===== src/rtl/disp_arbiter.sv =====
// Round-robin arbiter sharing the display path (add/sub/ALUOut) among three requesters.
// Each grant is held for at least HOLD cycles; all outputs come straight from flops.
module disp_arbiter #(
  parameter int unsigned HOLD = 8
) (
  input  logic       CLK,
  input  logic       RST,
  input  logic [2:0] req,
  input  logic [7:0] val0,
  input  logic [7:0] val1,
  input  logic [7:0] val2,
  input  logic [1:0] op0,
  input  logic [1:0] op1,
  input  logic [1:0] op2,
  output logic [2:0] grant,
  output logic       add,
  output logic       sub,
  output logic [7:0] ALUOut,
  output logic       busy
);

  localparam logic [7:0] HoldCnt = 8'(HOLD);

  typedef enum logic [0:0] {StIdle, StOwn} state_e;

  state_e     state_q, state_d;
  logic [1:0] owner_q, owner_d;
  logic [1:0] ptr_q, ptr_d;
  logic [7:0] cnt_q, cnt_d;
  logic       load;

  logic [2:0] grant_q, grant_d;
  logic       add_q, add_d;
  logic       sub_q, sub_d;
  logic [7:0] aluout_q, aluout_d;
  logic       busy_q, busy_d;

  logic [2:0] owner_oh;
  logic [2:0] others;
  logic       dwell_done;

  // First set bit in order p+1, p+2, p+3 (mod 3); callers guarantee r != 0.
  function automatic logic [1:0] rr_pick(input logic [2:0] r, input logic [1:0] p);
    logic [1:0] win;
    logic [1:0] idx;
    win = p;
    for (int k = 3; k >= 1; k--) begin
      idx = 2'((int'(p) + k) % 3);
      if (r[idx]) win = idx;
    end
    return win;
  endfunction

  function automatic logic [2:0] to_onehot(input logic [1:0] idx);
    return 3'b001 << idx;
  endfunction

  assign owner_oh   = to_onehot(owner_q);
  assign others     = req & ~owner_oh;
  assign dwell_done = (cnt_q >= HoldCnt);

  always_ff @(posedge CLK) begin
    if (RST) begin
      state_q  <= StIdle;
      owner_q  <= 2'd0;
      ptr_q    <= 2'd2;
      cnt_q    <= 8'd0;
      grant_q  <= 3'b000;
      add_q    <= 1'b0;
      sub_q    <= 1'b0;
      aluout_q <= 8'h00;
      busy_q   <= 1'b0;
    end else begin
      state_q  <= state_d;
      owner_q  <= owner_d;
      ptr_q    <= ptr_d;
      cnt_q    <= cnt_d;
      grant_q  <= grant_d;
      add_q    <= add_d;
      sub_q    <= sub_d;
      aluout_q <= aluout_d;
      busy_q   <= busy_d;
    end
  end

  always_comb begin
    state_d = state_q;
    owner_d = owner_q;
    ptr_d   = ptr_q;
    cnt_d   = cnt_q;
    load    = 1'b0;
    unique case (state_q)
      StIdle: begin
        if (|req) begin
          state_d = StOwn;
          owner_d = rr_pick(req, ptr_q);
          ptr_d   = owner_d;
          cnt_d   = 8'd1;
          load    = 1'b1;
        end
      end
      StOwn: begin
        if (dwell_done && |others) begin
          // ptr_q equals the owner here, so masking it out skips the owner.
          owner_d = rr_pick(others, ptr_q);
          ptr_d   = owner_d;
          cnt_d   = 8'd1;
          load    = 1'b1;
        end else if (dwell_done && !req[owner_q]) begin
          state_d = StIdle;
          cnt_d   = 8'd0;
        end else begin
          cnt_d = (cnt_q < HoldCnt) ? cnt_q + 8'd1 : cnt_q;
          load  = req[owner_q];
        end
      end
      default: state_d = StIdle;
    endcase
  end

  always_comb begin
    logic [1:0] sel_op;
    logic [7:0] sel_val;
    case (owner_d)
      2'd1:    begin sel_op = op1; sel_val = val1; end
      2'd2:    begin sel_op = op2; sel_val = val2; end
      default: begin sel_op = op0; sel_val = val0; end
    endcase

    grant_d  = 3'b000;
    busy_d   = 1'b0;
    add_d    = add_q;
    sub_d    = sub_q;
    aluout_d = aluout_q;
    if (state_d == StIdle) begin
      // ALUOut keeps the last shown value while idle.
      add_d = 1'b0;
      sub_d = 1'b0;
    end else begin
      grant_d = to_onehot(owner_d);
      busy_d  = 1'b1;
      if (load) begin
        add_d    = (sel_op == 2'b01);
        sub_d    = (sel_op == 2'b10);
        aluout_d = sel_val;
      end
    end
  end

  assign grant  = grant_q;
  assign add    = add_q;
  assign sub    = sub_q;
  assign ALUOut = aluout_q;
  assign busy   = busy_q;

endmodule


===== config.mk =====
export PLATFORM = sky130hd
export DESIGN_NAME = disp_arbiter
export DESIGN_NICKNAME = d
export VERILOG_FILES = /design/src/rtl/disp_arbiter.sv
export SDC_FILE = /design/constraint.sdc
export NUM_CORES = 1
export LEC_CHECK = 0
export CAP_MARGIN = 20
export CELL_PAD_IN_SITES_DETAIL_PLACEMENT = 2
export CELL_PAD_IN_SITES_GLOBAL_PLACEMENT = 2
export CORE_MARGIN = 2
export CORE_UTILIZATION = 29
export CTS_CLUSTER_SIZE = 20
export DETAILED_ROUTE_END_ITERATION = 6
export GPL_TIMING_DRIVEN = 0
export PLACE_DENSITY = 0.88
export SYNTH_ARGS = -nofsm -noshare
export SYNTH_HDL_FRONTEND = slang
export SYNTH_SLANG_ARGS = --single-unit

===== constraint.sdc =====
create_clock -name CLK -period 5.76 [get_ports CLK]
set_clock_uncertainty 0.1 [all_clocks]
set_input_delay 1.152 -clock CLK [delete_from_list [all_inputs] [get_ports CLK]]
set_output_delay 1.152 -clock CLK [all_outputs]
set_load 0.01 [all_outputs]

==> impl_metrics.prom, run 1 <==
# TYPE chip_impl_metric gauge
chip_impl_info{name="outcome",value="finished, final reports clean"} 1
chip_impl_metric{name="detailedRoute.firstIterationViolations",unit=""} 50
chip_impl_metric{name="synth-seq-cells",unit=""} 26
chip_impl_info{name="critical_path.endpoint_type",value="flip-flop"} 1
chip_impl_metric{name="synthesis.nets",unit=""} 261
chip_impl_info{name="holdCritPathClass",value="reg2reg"} 1
chip_impl_metric{name="timing.final.max_slew_violations",unit=""} 0
chip_impl_metric{name="grt_antenna_before_repair",unit=""} 0
chip_impl_metric{name="maximum_number_of_pins_on_one_net_before_global_route_repair",unit=""} 14
chip_impl_metric{name="globalRouteOverflowTotal",unit=""} 0
chip_impl_metric{name="total_power",unit="mW"} 0.5540
chip_impl_info{name="ys_top_cells_by_area",value="sky130_fd_sc_hd__dfxtp_1 (29%), sky130_fd_sc_hd__mux2i_1 (6.7%), sky130_fd_sc_hd__nor2_1 (6.3%), sky130_fd_sc_hd__ha_1 (4.9%), sky130_fd_sc_hd__a22oi_1 (4.2%)"} 1
chip_impl_metric{name="synth_warnings",unit=""} 0
chip_impl_metric{name="ioPinCount",unit=""} 49
chip_impl_metric{name="clkLatencyLatePin",unit="ns"} 0.27
chip_impl_metric{name="cts_inserted_buffers",unit=""} 3
chip_impl_metric{name="slew_headroom",unit="%"} 64.49
chip_impl_metric{name="clockBufferDepth",unit=""} 2
chip_impl_metric{name="cts.repair.resized",unit=""} 0
chip_impl_metric{name="setup_tns",unit="ns"} 0
chip_impl_metric{name="crit_fanout",unit=""} 10
chip_impl_metric{name="rows",unit=""} 28
chip_impl_metric{name="cellPowerDensity",unit="mW/mm^2"} 231.1
chip_impl_metric{name="cts_hold_buf",unit=""} 0
chip_impl_metric{name="viasPerCell",unit=""} 5.299
chip_impl_metric{name="share_of_the_yosys_chip_area_belonging_to_registers",unit="%"} 29.05
chip_impl_metric{name="final_min_period_over_clock_period",unit="%"} 73.47
chip_impl_metric{name="drt-pass1-iter-count",unit=""} 4
chip_impl_info{name="clockRootBuffer",value="sky130_fd_sc_hd__clkbuf_8"} 1
chip_impl_metric{name="core_area",unit="mm^2"} 0.005956
chip_impl_metric{name="number_of_i_o_port_buffers",unit=""} 47
chip_impl_info{name="layout.cells.most_common",value="sky130_fd_sc_hd__clkdlybuf4s50_1"} 1
chip_impl_metric{name="routed_wirelength",unit="mm"} 5.877
chip_impl_metric{name="n_antenna_cell",unit=""} 0
chip_impl_metric{name="antenna_left",unit=""} 0
chip_impl_metric{name="die_w",unit="um"} 82.60
chip_impl_info{name="regToRegEndpoint",value="sub"} 1
chip_impl_metric{name="maximum_clock_frequency",unit="MHz"} 236.3
chip_impl_metric{name="drt_drc_violations_left",unit=""} 0
chip_impl_metric{name="final_layout_size_suffix_gt1_share",unit="%"} 9.294
chip_impl_metric{name="flow.area_growth_from_synthesis",unit="%"} 33.80
chip_impl_info{name="cell_accounting_for_the_most_synthesized_area",value="sky130_fd_sc_hd__dfxtp_1"} 1
chip_impl_metric{name="synth_top_area_share",unit="%"} 29.05
chip_impl_metric{name="required",unit="ns"} 5.82
chip_impl_metric{name="hpwlAfterDp",unit="mm"} 4.851
chip_impl_info{name="final_cell_mix",value="sky130_fd_sc_hd__clkdlybuf4s50_1 (47), sky130_fd_sc_hd__nor2_1 (30), sky130_fd_sc_hd__dfxtp_1 (26), sky130_fd_sc_hd__nand2_1 (18), sky130_fd_sc_hd__inv_1 (17)"} 1
chip_impl_info{name="setup.worst_path.end",value="sub"} 1
chip_impl_metric{name="cts.htree.levels",unit=""} 1
chip_impl_metric{name="initial_utilization",unit="%"} 30.08
chip_impl_metric{name="synth_area",unit="mm^2"} 0.001792
chip_impl_metric{name="via_count",unit=""} 1823
chip_impl_metric{name="slew_worst_pin",unit="ns"} 0.5327
chip_impl_metric{name="reg2reg_setup_slack",unit="ns"} 2.04
chip_impl_metric{name="first_global_vias",unit=""} 1911
chip_impl_metric{name="postSynth.asyncResetShare",unit="%"} 0
chip_impl_metric{name="wire_per_inst",unit="um"} 17.08
chip_impl_metric{name="worst-endpoint-arrival",unit="ns"} 4.30
chip_impl_metric{name="timing.max_cap.violations",unit=""} 0
chip_impl_metric{name="fillers",unit=""} 698
chip_impl_metric{name="cts.sinks",unit=""} 26
chip_impl_metric{name="syn-mean-instance-area",unit="um^2"} 8.181
chip_impl_info{name="path_class",value="in2reg"} 1
chip_impl_info{name="clock_tree_from_tritoncts",value="yes"} 1
chip_impl_metric{name="power.static_leakage",unit="nW"} 0.9836
chip_impl_metric{name="final_number_of_setup_violating_endpoints",unit=""} 0
chip_impl_metric{name="gp_routability_congestion",unit=""} 0.7940
chip_impl_metric{name="layout.cell_area.non_filler",unit="mm^2"} 0.002397
chip_impl_info{name="rsz_0062_raised_after_global_routing",value="false"} 1
chip_impl_metric{name="cts_setup_buffers",unit=""} 0
chip_impl_metric{name="min_period",unit="ns"} 4.232
chip_impl_info{name="r2r_start",value="ptr_q[0]"} 1
chip_impl_metric{name="max-vdd-ir-drop",unit="mV"} 0.1056
chip_impl_info{name="worst_setup_sp_type",value="primary input"} 1
chip_impl_metric{name="global_route.usage.total",unit="%"} 17.41
chip_impl_metric{name="synth-edff-count",unit=""} 0
chip_impl_metric{name="final_net_count",unit=""} 313
chip_impl_info{name="startpoint_of_the_worst_setup_timing_path",value="req[1]"} 1
chip_impl_metric{name="dieHeight",unit="um"} 82.60
chip_impl_metric{name="die_area",unit="mm^2"} 0.006823
chip_impl_metric{name="post_synth_num_cell_types",unit=""} 58
chip_impl_metric{name="dpl-instance-area",unit="mm^2"} 0.002356
chip_impl_info{name="yosys_most_used_dff",value="sky130_fd_sc_hd__dfxtp_1"} 1
chip_impl_metric{name="ff2ff_path_depth",unit=""} 17
chip_impl_metric{name="synth_cells",unit=""} 219
chip_impl_metric{name="timing_hold_violations_final",unit=""} 0
chip_impl_metric{name="wire_length_of_the_first_global_routing_pass",unit="mm"} 9.204
chip_impl_metric{name="cts_clk_pin_slew_worst_paths",unit="ns"} 0.09
[stage by stage]
stage                     util [%]  hold WS (ns)  std cells  setup WS [ns]
after floorplan                  -        0.3303        219          2.090
after global placement       39.56        0.3484        341          1.297
after detailed placement     39.56        0.3550        341          1.206
after CTS                    40.25        0.3697        344          1.496
after global routing         40.25        0.4011        344          1.127
final                        40.25        0.3655        344          1.528
[where the power goes]
part / total, mW / internal, mW / switching [mW]
clock: 0.102 / 0.0469 / 0.0547
combinational: 0.244 / 0.111 / 0.133
sequential: 0.208 / 0.197 / 0.0106
[logic make-up after synthesis]
| logic type | after synthesis | share of synthesized area [%] |
|---|---|---|
| muxes | 15 | 8.799 |
| and+or+nand+nor | 79 | 23.46 |
| AOI/OAI and AO/OA | 59 | 24.30 |
| buffers and inverters | 31 | 8.519 |
| DFF | 26 | 29.05 |
| adders and majority gates | 7 | 4.888 |
| xor gates and xnor gates | 2 | 0.9778 |
[state kept, by name, summed over array words and instances (netlist names)]
| register | flops |
|---|---|
| grant | 3 |
| owner_q | 2 |
| ptr_q | 2 |
| state_q | 1 |
| add | 1 |
| sub | 1 |
| ALUOut | 8 |
| cnt_q | 8 |
[synth_stat cells, types with 2 or more instances]
cell,instances
sky130_fd_sc_hd__o21ai_0,10
sky130_fd_sc_hd__nor2b_1,2
sky130_fd_sc_hd__a22oi_1,10
sky130_fd_sc_hd__buf_2,2
sky130_fd_sc_hd__mux2i_1,12
sky130_fd_sc_hd__a21oi_1,10
sky130_fd_sc_hd__a31oi_1,7
sky130_fd_sc_hd__buf_4,3
sky130_fd_sc_hd__dfxtp_1,26
sky130_fd_sc_hd__inv_1,17
sky130_fd_sc_hd__a211oi_1,2
sky130_fd_sc_hd__nand2b_1,2
sky130_fd_sc_hd__nand2_1,18
sky130_fd_sc_hd__mux2_2,2
sky130_fd_sc_hd__xor2_1,2
sky130_fd_sc_hd__nand4b_1,2
sky130_fd_sc_hd__nand3_1,4
sky130_fd_sc_hd__buf_6,3
sky130_fd_sc_hd__nor3_1,5
sky130_fd_sc_hd__ha_1,7
sky130_fd_sc_hd__clkbuf_1,6
sky130_fd_sc_hd__or3_1,2
sky130_fd_sc_hd__nor2_1,30
[critical path: stages]
cell and delay, ns:
sky130_fd_sc_hd__clkdlybuf4s50_1 0.54, sky130_fd_sc_hd__buf_6 0.16, sky130_fd_sc_hd__nand3_1 0.09, sky130_fd_sc_hd__a21oi_1 0.24
sky130_fd_sc_hd__mux2_2 0.39, sky130_fd_sc_hd__a21oi_2 0.23, sky130_fd_sc_hd__o311ai_4 0.17, sky130_fd_sc_hd__inv_1 0.09
sky130_fd_sc_hd__ha_1 0.14, sky130_fd_sc_hd__clkbuf_1 0.37, sky130_fd_sc_hd__a22oi_1 0.18, sky130_fd_sc_hd__nor2_1 0.13
sky130_fd_sc_hd__a21oi_1 0.06, sky130_fd_sc_hd__nor2b_1 0.16, sky130_fd_sc_hd__mux2i_1 0.14, sky130_fd_sc_hd__nor2_1 0.05
[how the worst min path moves through the flow]
stage	from	to	depth (start not counted)
5_1_grt	cnt_q[4]	cnt_q[4]	2
2_1_floorplan	cnt_q[4]	cnt_q[4]	2
3_5_place_dp	cnt_q[4]	cnt_q[4]	2
4_1_cts	cnt_q[4]	cnt_q[4]	2
3_3_place_gp	cnt_q[4]	cnt_q[4]	2
6_report	cnt_q[4]	cnt_q[4]	2
[layer usage]
metal / track usage [%] / wire length, um
met3: 1.957 / 77
met1: 20.92 / 2506
met2: 33.06 / 3223
met4: 3.607 / 70
met5: 0 / 0
[final cells by class]
| class | instances | area (um^2) | area share (%) |
|---|---|---|---|
| multi-input cells | 162 | 1119 | 46.66 |
| flip-flops and latches | 26 | 520.5 | 21.71 |
| repair buffers | 47 | 470.5 | 19.62 |
| well taps | 75 | 93.84 | 3.914 |
| plain buffers | 14 | 88.84 | 3.706 |
| inverters | 17 | 63.81 | 2.662 |
| clock buffers | 3 | 41.29 | 1.722 |
Power figures use the tool's default switching activity.
==> run 2, diff against run 1 <==
Settings changed: CORE_UTILIZATION 29 to 25, PLACE_DENSITY 0.88 to 0.81.
Clock period 5.76 ns to 3.42 ns, I/O delays scaled along.
==> run 2 against run 1 <==
Net effect: total power is 76% higher; via count fell by 0.44%; worst setup slack worse by 1.3 ns; design area grew 7.5%; worst hold slack better by 0.0086 ns; utilization fell by 2.7 points; sequential power rose by 68%; register-to-register slack lost 1.8 ns; global-route usage is 2.2 points lower; critical path depth down 1; count of clock-buffer cells in the layout unchanged; flip-flop and latch count unchanged.
==> impl_metrics.prom, run 2 (synthesized netlist as in run 1, its figures left out) <==
# TYPE chip_impl_metric gauge
chip_impl_metric{name="worst-endpoint-arrival",unit="ns"} 3.31
chip_impl_metric{name="initial_utilization",unit="%"} 26.08
chip_impl_info{name="critical_path.endpoint_type",value="flip-flop"} 1
chip_impl_metric{name="cts.sinks",unit=""} 26
chip_impl_metric{name="antenna_left",unit=""} 0
chip_impl_metric{name="drt-pass1-iter-count",unit=""} 4
chip_impl_info{name="path_class",value="reg2reg"} 1
chip_impl_metric{name="hpwlAfterDp",unit="mm"} 4.693
chip_impl_metric{name="cts_clk_pin_slew_worst_paths",unit="ns"} 0.08
chip_impl_metric{name="flow.area_growth_from_synthesis",unit="%"} 43.78
chip_impl_metric{name="rows",unit=""} 30
chip_impl_metric{name="crit_fanout",unit=""} 10
chip_impl_metric{name="dieHeight",unit="um"} 88.66
chip_impl_metric{name="grt_antenna_before_repair",unit=""} 0
chip_impl_metric{name="final_layout_size_suffix_gt1_share",unit="%"} 16.97
chip_impl_info{name="clock_tree_from_tritoncts",value="yes"} 1
chip_impl_metric{name="routed_wirelength",unit="mm"} 5.921
chip_impl_metric{name="maximum_number_of_pins_on_one_net_before_global_route_repair",unit=""} 14
chip_impl_metric{name="ioPinCount",unit=""} 49
chip_impl_metric{name="drt_drc_violations_left",unit=""} 0
chip_impl_metric{name="slew_headroom",unit="%"} 64.44
chip_impl_metric{name="final_min_period_over_clock_period",unit="%"} 93.64
chip_impl_metric{name="final_net_count",unit=""} 315
chip_impl_info{name="layout.cells.most_common",value="sky130_fd_sc_hd__clkdlybuf4s50_1"} 1
chip_impl_metric{name="timing_hold_violations_final",unit=""} 0
chip_impl_metric{name="power.static_leakage",unit="nW"} 1.024
chip_impl_metric{name="max-vdd-ir-drop",unit="mV"} 0.2353
chip_impl_metric{name="stdcell_count",unit=""} 367
chip_impl_metric{name="die_area",unit="mm^2"} 0.007860
chip_impl_metric{name="globalRouteOverflowTotal",unit=""} 0
chip_impl_metric{name="number_of_i_o_port_buffers",unit=""} 47
chip_impl_metric{name="wire_length_of_the_first_global_routing_pass",unit="mm"} 9.522
chip_impl_metric{name="slew_worst_pin",unit="ns"} 0.5303
chip_impl_metric{name="gp_routability_congestion",unit=""} 0.7509
chip_impl_metric{name="timing.max_cap.violations",unit=""} 0
chip_impl_metric{name="n_antenna_cell",unit=""} 0
chip_impl_metric{name="min_period",unit="ns"} 3.202
chip_impl_metric{name="maximum_clock_frequency",unit="MHz"} 312.3
chip_impl_metric{name="clockBufferDepth",unit=""} 2
chip_impl_metric{name="viasPerCell",unit=""} 4.946
chip_impl_metric{name="global_route.usage.total",unit="%"} 15.21
chip_impl_metric{name="cellPowerDensity",unit="mW/mm^2"} 378.6
chip_impl_metric{name="first_global_vias",unit=""} 1967
chip_impl_metric{name="cts.htree.levels",unit=""} 1
chip_impl_info{name="worst_setup_sp_type",value="flip-flop"} 1
chip_impl_info{name="final_cell_mix",value="sky130_fd_sc_hd__clkdlybuf4s50_1 (45), sky130_fd_sc_hd__nor2_1 (30), sky130_fd_sc_hd__dfxtp_1 (24), sky130_fd_sc_hd__nand2_1 (17), sky130_fd_sc_hd__inv_1 (16)"} 1
chip_impl_info{name="rsz_0062_raised_after_global_routing",value="false"} 1
chip_impl_metric{name="clkLatencyLatePin",unit="ns"} 0.26
chip_impl_metric{name="core_area",unit="mm^2"} 0.006869
chip_impl_metric{name="reg2reg_setup_slack",unit="ns"} 0.22
chip_impl_metric{name="final_number_of_setup_violating_endpoints",unit=""} 0
chip_impl_metric{name="wire_per_inst",unit="um"} 16.13
chip_impl_metric{name="dpl-instance-area",unit="mm^2"} 0.002382
chip_impl_metric{name="layout.cell_area.non_filler",unit="mm^2"} 0.002576
chip_impl_metric{name="post-place-cells",unit=""} 362
chip_impl_metric{name="detailedRoute.firstIterationViolations",unit=""} 65
chip_impl_metric{name="timing.final.max_slew_violations",unit=""} 0
chip_impl_metric{name="required",unit="ns"} 3.53
chip_impl_info{name="clockRootBuffer",value="sky130_fd_sc_hd__clkbuf_8"} 1
chip_impl_metric{name="die_w",unit="um"} 88.66
chip_impl_info{name="holdCritPathClass",value="reg2reg"} 1
chip_impl_metric{name="via_count",unit=""} 1815
chip_impl_info{name="outcome",value="finished, final reports clean"} 1
chip_impl_metric{name="cts_inserted_buffers",unit=""} 3
==> run 2: worst paths after layout <==
| path | from | to | depth (start not counted) |
|---|---|---|---|
| worst max-delay path | ptr_q[0] | add | 15 |
| worst min-delay path | cnt_q[4] | cnt_q[4] | 2 |
| worst max register to register | ptr_q[0] | add | 15 |
| worst min register to register | cnt_q[4] | cnt_q[4] | 2 |
==> run 2: cell type report <==
cell class | instances | area [um^2]
buffer | 12 | 88.84
tap | 96 | 120.1
fill | 775 | 4293
timing repair buffer | 51 | 498.0
clock buffer | 3 | 41.29
sequential | 26 | 525.5
inverter | 17 | 63.81
multi-input combinational | 162 | 1239
==> run 2: where the power goes <==
group	internal, mW	switching [mW]	leakage (nW)
sequential	0.333	0.0172	0.214
clock	0.0788	0.0891	0.0216
combinational	0.219	0.238	0.789
==> run 2: layer usage <==
layer,global-route usage (%),vias to the layer above,share of wire [%]
met1,20.67,902,44
met3,1.399,4,1.3
met5,0,-,0
met2,26.80,22,54
li1,-,887,-
met4,1.928,0,0.61
==> run 2: worst max-delay path, cell delays in order (launching register included) <==
cell,delay (ns)
sky130_fd_sc_hd__dfxtp_4,0.38
sky130_fd_sc_hd__inv_1,0.06
sky130_fd_sc_hd__ha_1,0.32
sky130_fd_sc_hd__buf_4,0.18
sky130_fd_sc_hd__mux2_2,0.34
sky130_fd_sc_hd__nand3_1,0.12
sky130_fd_sc_hd__nand4b_1,0.20
sky130_fd_sc_hd__o311ai_4,0.36
sky130_fd_sc_hd__inv_2,0.09
sky130_fd_sc_hd__ha_4,0.27
sky130_fd_sc_hd__buf_4,0.16
sky130_fd_sc_hd__nor2_1,0.06
sky130_fd_sc_hd__a21oi_1,0.16
sky130_fd_sc_hd__nor2b_1,0.16
sky130_fd_sc_hd__mux2i_1,0.09
sky130_fd_sc_hd__nor2_1,0.09
==> run 2: timing repair <==
action | 4_1_cts | 5_1_grt
gates resized for setup | 15 | 16
setup buffers | 1 | 3
cloned | 0 | 0
pin swaps | 3 | 5
hold buffers | 0 | 0
setup endpoints to repair | 10 | 10
==> run 2: metrics by stage <==
stage / utilization [%] / setup slack, ns / TNS, ns / hold slack [ns] / power, mW
CTS: 36.14 / 0.01535 / 0 / 0.3800 / 0.9560
global route: 37.50 / 0.01180 / 0 / 0.4111 / 1.055
global placement: 34.68 / -0.6023 / -4.429 / 0.3469 / 0.7480
detailed placement: 34.68 / -0.7274 / -5.536 / 0.3675 / 0.7608
floorplan: - / 0.2185 / 0 / 0.3303 / 0.6018
finish: 37.50 / 0.2176 / 0 / 0.3741 / 0.9754
==> run 3, diff against run 2 <==
Settings changed: CAP_MARGIN 20 to default, CELL_PAD_IN_SITES_DETAIL_PLACEMENT 2 to 1, CTS_CLUSTER_DIAMETER from default to 60.
==> run 3 against run 2 <==
Net effect: global-route usage fell by 2.5 points; register-to-register slack improved by 0.05 ns; utilization rose by 0.073 points; worst setup slack improved by 0.046 ns; cell count rose by 0.27%; sequential power barely moved; critical path type unchanged; critical endpoint unchanged.
==> impl_metrics.prom, run 3 (synthesized netlist as in run 1, its figures left out) <==
# TYPE chip_impl_metric gauge
chip_impl_metric{name="required",unit="ns"} 3.49
chip_impl_metric{name="hpwlAfterDp",unit="mm"} 4.071
chip_impl_metric{name="routed_wirelength",unit="mm"} 5.114
chip_impl_metric{name="timing.max_cap.violations",unit=""} 0
chip_impl_info{name="worstHoldStart",value="cnt_q[4]"} 1
chip_impl_metric{name="power.static_leakage",unit="nW"} 1.038
chip_impl_metric{name="detailedRoute.firstIterationViolations",unit=""} 59
chip_impl_metric{name="fillers",unit=""} 810
chip_impl_metric{name="viasPerCell",unit=""} 4.745
chip_impl_metric{name="flow.area_growth_from_synthesis",unit="%"} 44.06
chip_impl_metric{name="final_layout_size_suffix_gt1_share",unit="%"} 16.54
chip_impl_info{name="clock_tree_from_tritoncts",value="yes"} 1
chip_impl_metric{name="drt_drc_violations_left",unit=""} 0
chip_impl_metric{name="clockBufferDepth",unit=""} 2
chip_impl_metric{name="final_min_period_over_clock_period",unit="%"} 92.30
chip_impl_metric{name="total_power",unit="mW"} 0.9863
chip_impl_info{name="grt_most_used_layer",value="met2"} 1
chip_impl_info{name="holdCritPathClass",value="reg2reg"} 1
chip_impl_metric{name="wire_length_of_the_first_global_routing_pass",unit="mm"} 8.017
chip_impl_metric{name="min_period",unit="ns"} 3.157
chip_impl_metric{name="globalRouteOverflowTotal",unit=""} 0
chip_impl_metric{name="regArea",unit="um^2"} 525.5
chip_impl_metric{name="crit_fanout",unit=""} 10
chip_impl_info{name="critical_path.endpoint_type",value="flip-flop"} 1
chip_impl_info{name="startpoint_of_the_worst_setup_timing_path",value="ptr_q[1]"} 1
chip_impl_metric{name="final_number_of_setup_violating_endpoints",unit=""} 0
chip_impl_metric{name="timing_hold_violations_final",unit=""} 0
chip_impl_metric{name="timing.final.max_slew_violations",unit=""} 0
chip_impl_metric{name="clkLatencyLatePin",unit="ns"} 0.27
chip_impl_info{name="worstPathCellList",value="inv_1 -> ha_1 -> buf_4 -> mux2_4 -> o21ai_2 -> o2bb2ai_1 -> nand2_1 -> a21oi_1 -> o221ai_4 -> inv_1 -> ha_4 -> buf_6 -> nor2_1 -> a21oi_1 -> nor2b_1 -> mux2i_1 -> nor2_1"} 1
chip_impl_metric{name="use_met1",unit="%"} 18.16
chip_impl_metric{name="gr-usage-met2",unit="%"} 20.83
chip_impl_info{name="worst_setup_sp_type",value="flip-flop"} 1
chip_impl_metric{name="slew_worst_pin",unit="ns"} 0.4855
chip_impl_metric{name="slew_headroom",unit="%"} 67.63
chip_impl_metric{name="worst-endpoint-arrival",unit="ns"} 3.23
chip_impl_metric{name="cts.htree.levels",unit=""} 1
chip_impl_info{name="clockRootBuffer",value="sky130_fd_sc_hd__clkbuf_8"} 1
chip_impl_metric{name="die_area",unit="mm^2"} 0.007860
chip_impl_metric{name="core_area",unit="mm^2"} 0.006869
chip_impl_metric{name="n_antenna_cell",unit=""} 0
chip_impl_info{name="layout.cells.most_common",value="sky130_fd_sc_hd__clkdlybuf4s50_1"} 1
chip_impl_metric{name="via_count",unit=""} 1746
chip_impl_metric{name="cts.sinks",unit=""} 26
chip_impl_metric{name="number_of_i_o_port_buffers",unit=""} 47
chip_impl_metric{name="max-vdd-ir-drop",unit="mV"} 0.1910
chip_impl_metric{name="dieHeight",unit="um"} 88.66
chip_impl_metric{name="cts_clk_pin_slew_worst_paths",unit="ns"} 0.09
chip_impl_info{name="rsz_0062_raised_after_global_routing",value="false"} 1
chip_impl_metric{name="drt-pass1-iter-count",unit=""} 4
chip_impl_metric{name="die_w",unit="um"} 88.66
chip_impl_metric{name="maximum_clock_frequency",unit="MHz"} 316.8
chip_impl_metric{name="ioPinCount",unit=""} 49
chip_impl_info{name="cp_slowest_cell",value="sky130_fd_sc_hd__dfxtp_2"} 1
chip_impl_info{name="path_class",value="reg2reg"} 1
chip_impl_metric{name="cellPowerDensity",unit="mW/mm^2"} 382.1
chip_impl_info{name="critical-path-top-delay-family",value="compound AO/OA/AOI/OAI gates"} 1
chip_impl_metric{name="grt_antenna_before_repair",unit=""} 0
chip_impl_metric{name="cts_inserted_buffers",unit=""} 3
chip_impl_info{name="final_cell_mix",value="sky130_fd_sc_hd__clkdlybuf4s50_1 (45), sky130_fd_sc_hd__nor2_1 (28), sky130_fd_sc_hd__dfxtp_1 (24), sky130_fd_sc_hd__inv_1 (17), sky130_fd_sc_hd__nand2_1 (17)"} 1
chip_impl_metric{name="gp_routability_congestion",unit=""} 0.7509
chip_impl_info{name="outcome",value="finished, final reports clean"} 1
chip_impl_metric{name="final_net_count",unit=""} 315
chip_impl_metric{name="cp_num_buf_inv",unit=""} 4
chip_impl_metric{name="maximum_number_of_pins_on_one_net_before_global_route_repair",unit=""} 15
chip_impl_metric{name="grt_util_met3",unit="%"} 1.586
chip_impl_metric{name="rows",unit=""} 30
chip_impl_metric{name="global_route.usage.total",unit="%"} 12.69
chip_impl_metric{name="multi_input_comb_area",unit="mm^2"} 0.001222
chip_impl_metric{name="first_global_vias",unit=""} 1647
chip_impl_metric{name="setup_tns",unit="ns"} 0
chip_impl_metric{name="antenna_left",unit=""} 0
chip_impl_metric{name="wire_per_inst",unit="um"} 13.90
chip_impl_info{name="r2r_start",value="ptr_q[1]"} 1
chip_impl_metric{name="critPathMaxStageDelay",unit="ns"} 0.39
chip_impl_metric{name="initial_utilization",unit="%"} 26.08
## run 3: what timing repair did
| item | in CTS | in global routing |
|---|---|---|
| pin swaps | 2 | 8 |
| hold buffers | 0 | 0 |
| gates resized for setup | 7 | 21 |
| setup buffers | 1 | 3 |
| cloned | 0 | 0 |
| setup endpoints to repair | 10 | 10 |
## run 3: tightest hold or removal path, cell delays in order (launching register included)
cell and delay (ns):
sky130_fd_sc_hd__dfxtp_1 0.34, sky130_fd_sc_hd__inv_1 0.05, sky130_fd_sc_hd__nor2_1 0.04
## run 3: area by class of cell
cell class	instances	area share (%)
plain buffers	12	3.587
repair buffers	51	19.44
clock buffers	4	2.133
flip-flops and latches	26	20.36
inverters	17	2.472
well taps	96	4.653
multi-input cells	162	47.36
## run 3: final timing paths
| kind | to | slack, ns | cells after the start |
|---|---|---|---|
| worst max-delay path | add | 0.26 | 17 |
| worst min-delay path | cnt_q[4] | 0.36 | 2 |
| worst max register to register | add | 0.26 | 17 |
| worst min register to register | cnt_q[4] | 0.36 | 2 |
## run 3: metrics by stage
| stage | util, % | hold slack [ns] | instances | cell area, um^2 | worst slack, ns |
|---|---|---|---|---|---|
| 2_1_floorplan | - | 0.3303 | 219 | 1792 | 0.2185 |
| 3_3_place_gp | 34.68 | 0.3469 | 362 | 2382 | -0.6023 |
| 3_5_place_dp | 34.68 | 0.3498 | 362 | 2382 | -0.6264 |
| 4_1_cts | 35.74 | 0.3624 | 365 | 2455 | -0.004400 |
| 5_1_grt | 37.58 | 0.3940 | 368 | 2581 | 0.02000 |
| 6_report | 37.58 | 0.3614 | 368 | 2581 | 0.2635 |
## run 3: report_power, final
part,switching [mW],internal [mW]
clock,0.0929,0.103
sequential,0.0165,0.333
combinational,0.224,0.218
## run 3: per-layer routing
| metal | routed length (um) | part of all wire, % |
|---|---|---|
| met1 | 2352 | 46 |
| met2 | 2662 | 52 |
| met3 | 99 | 1.9 |
| met4 | 0 | 0 |
| met5 | 0 | 0 |
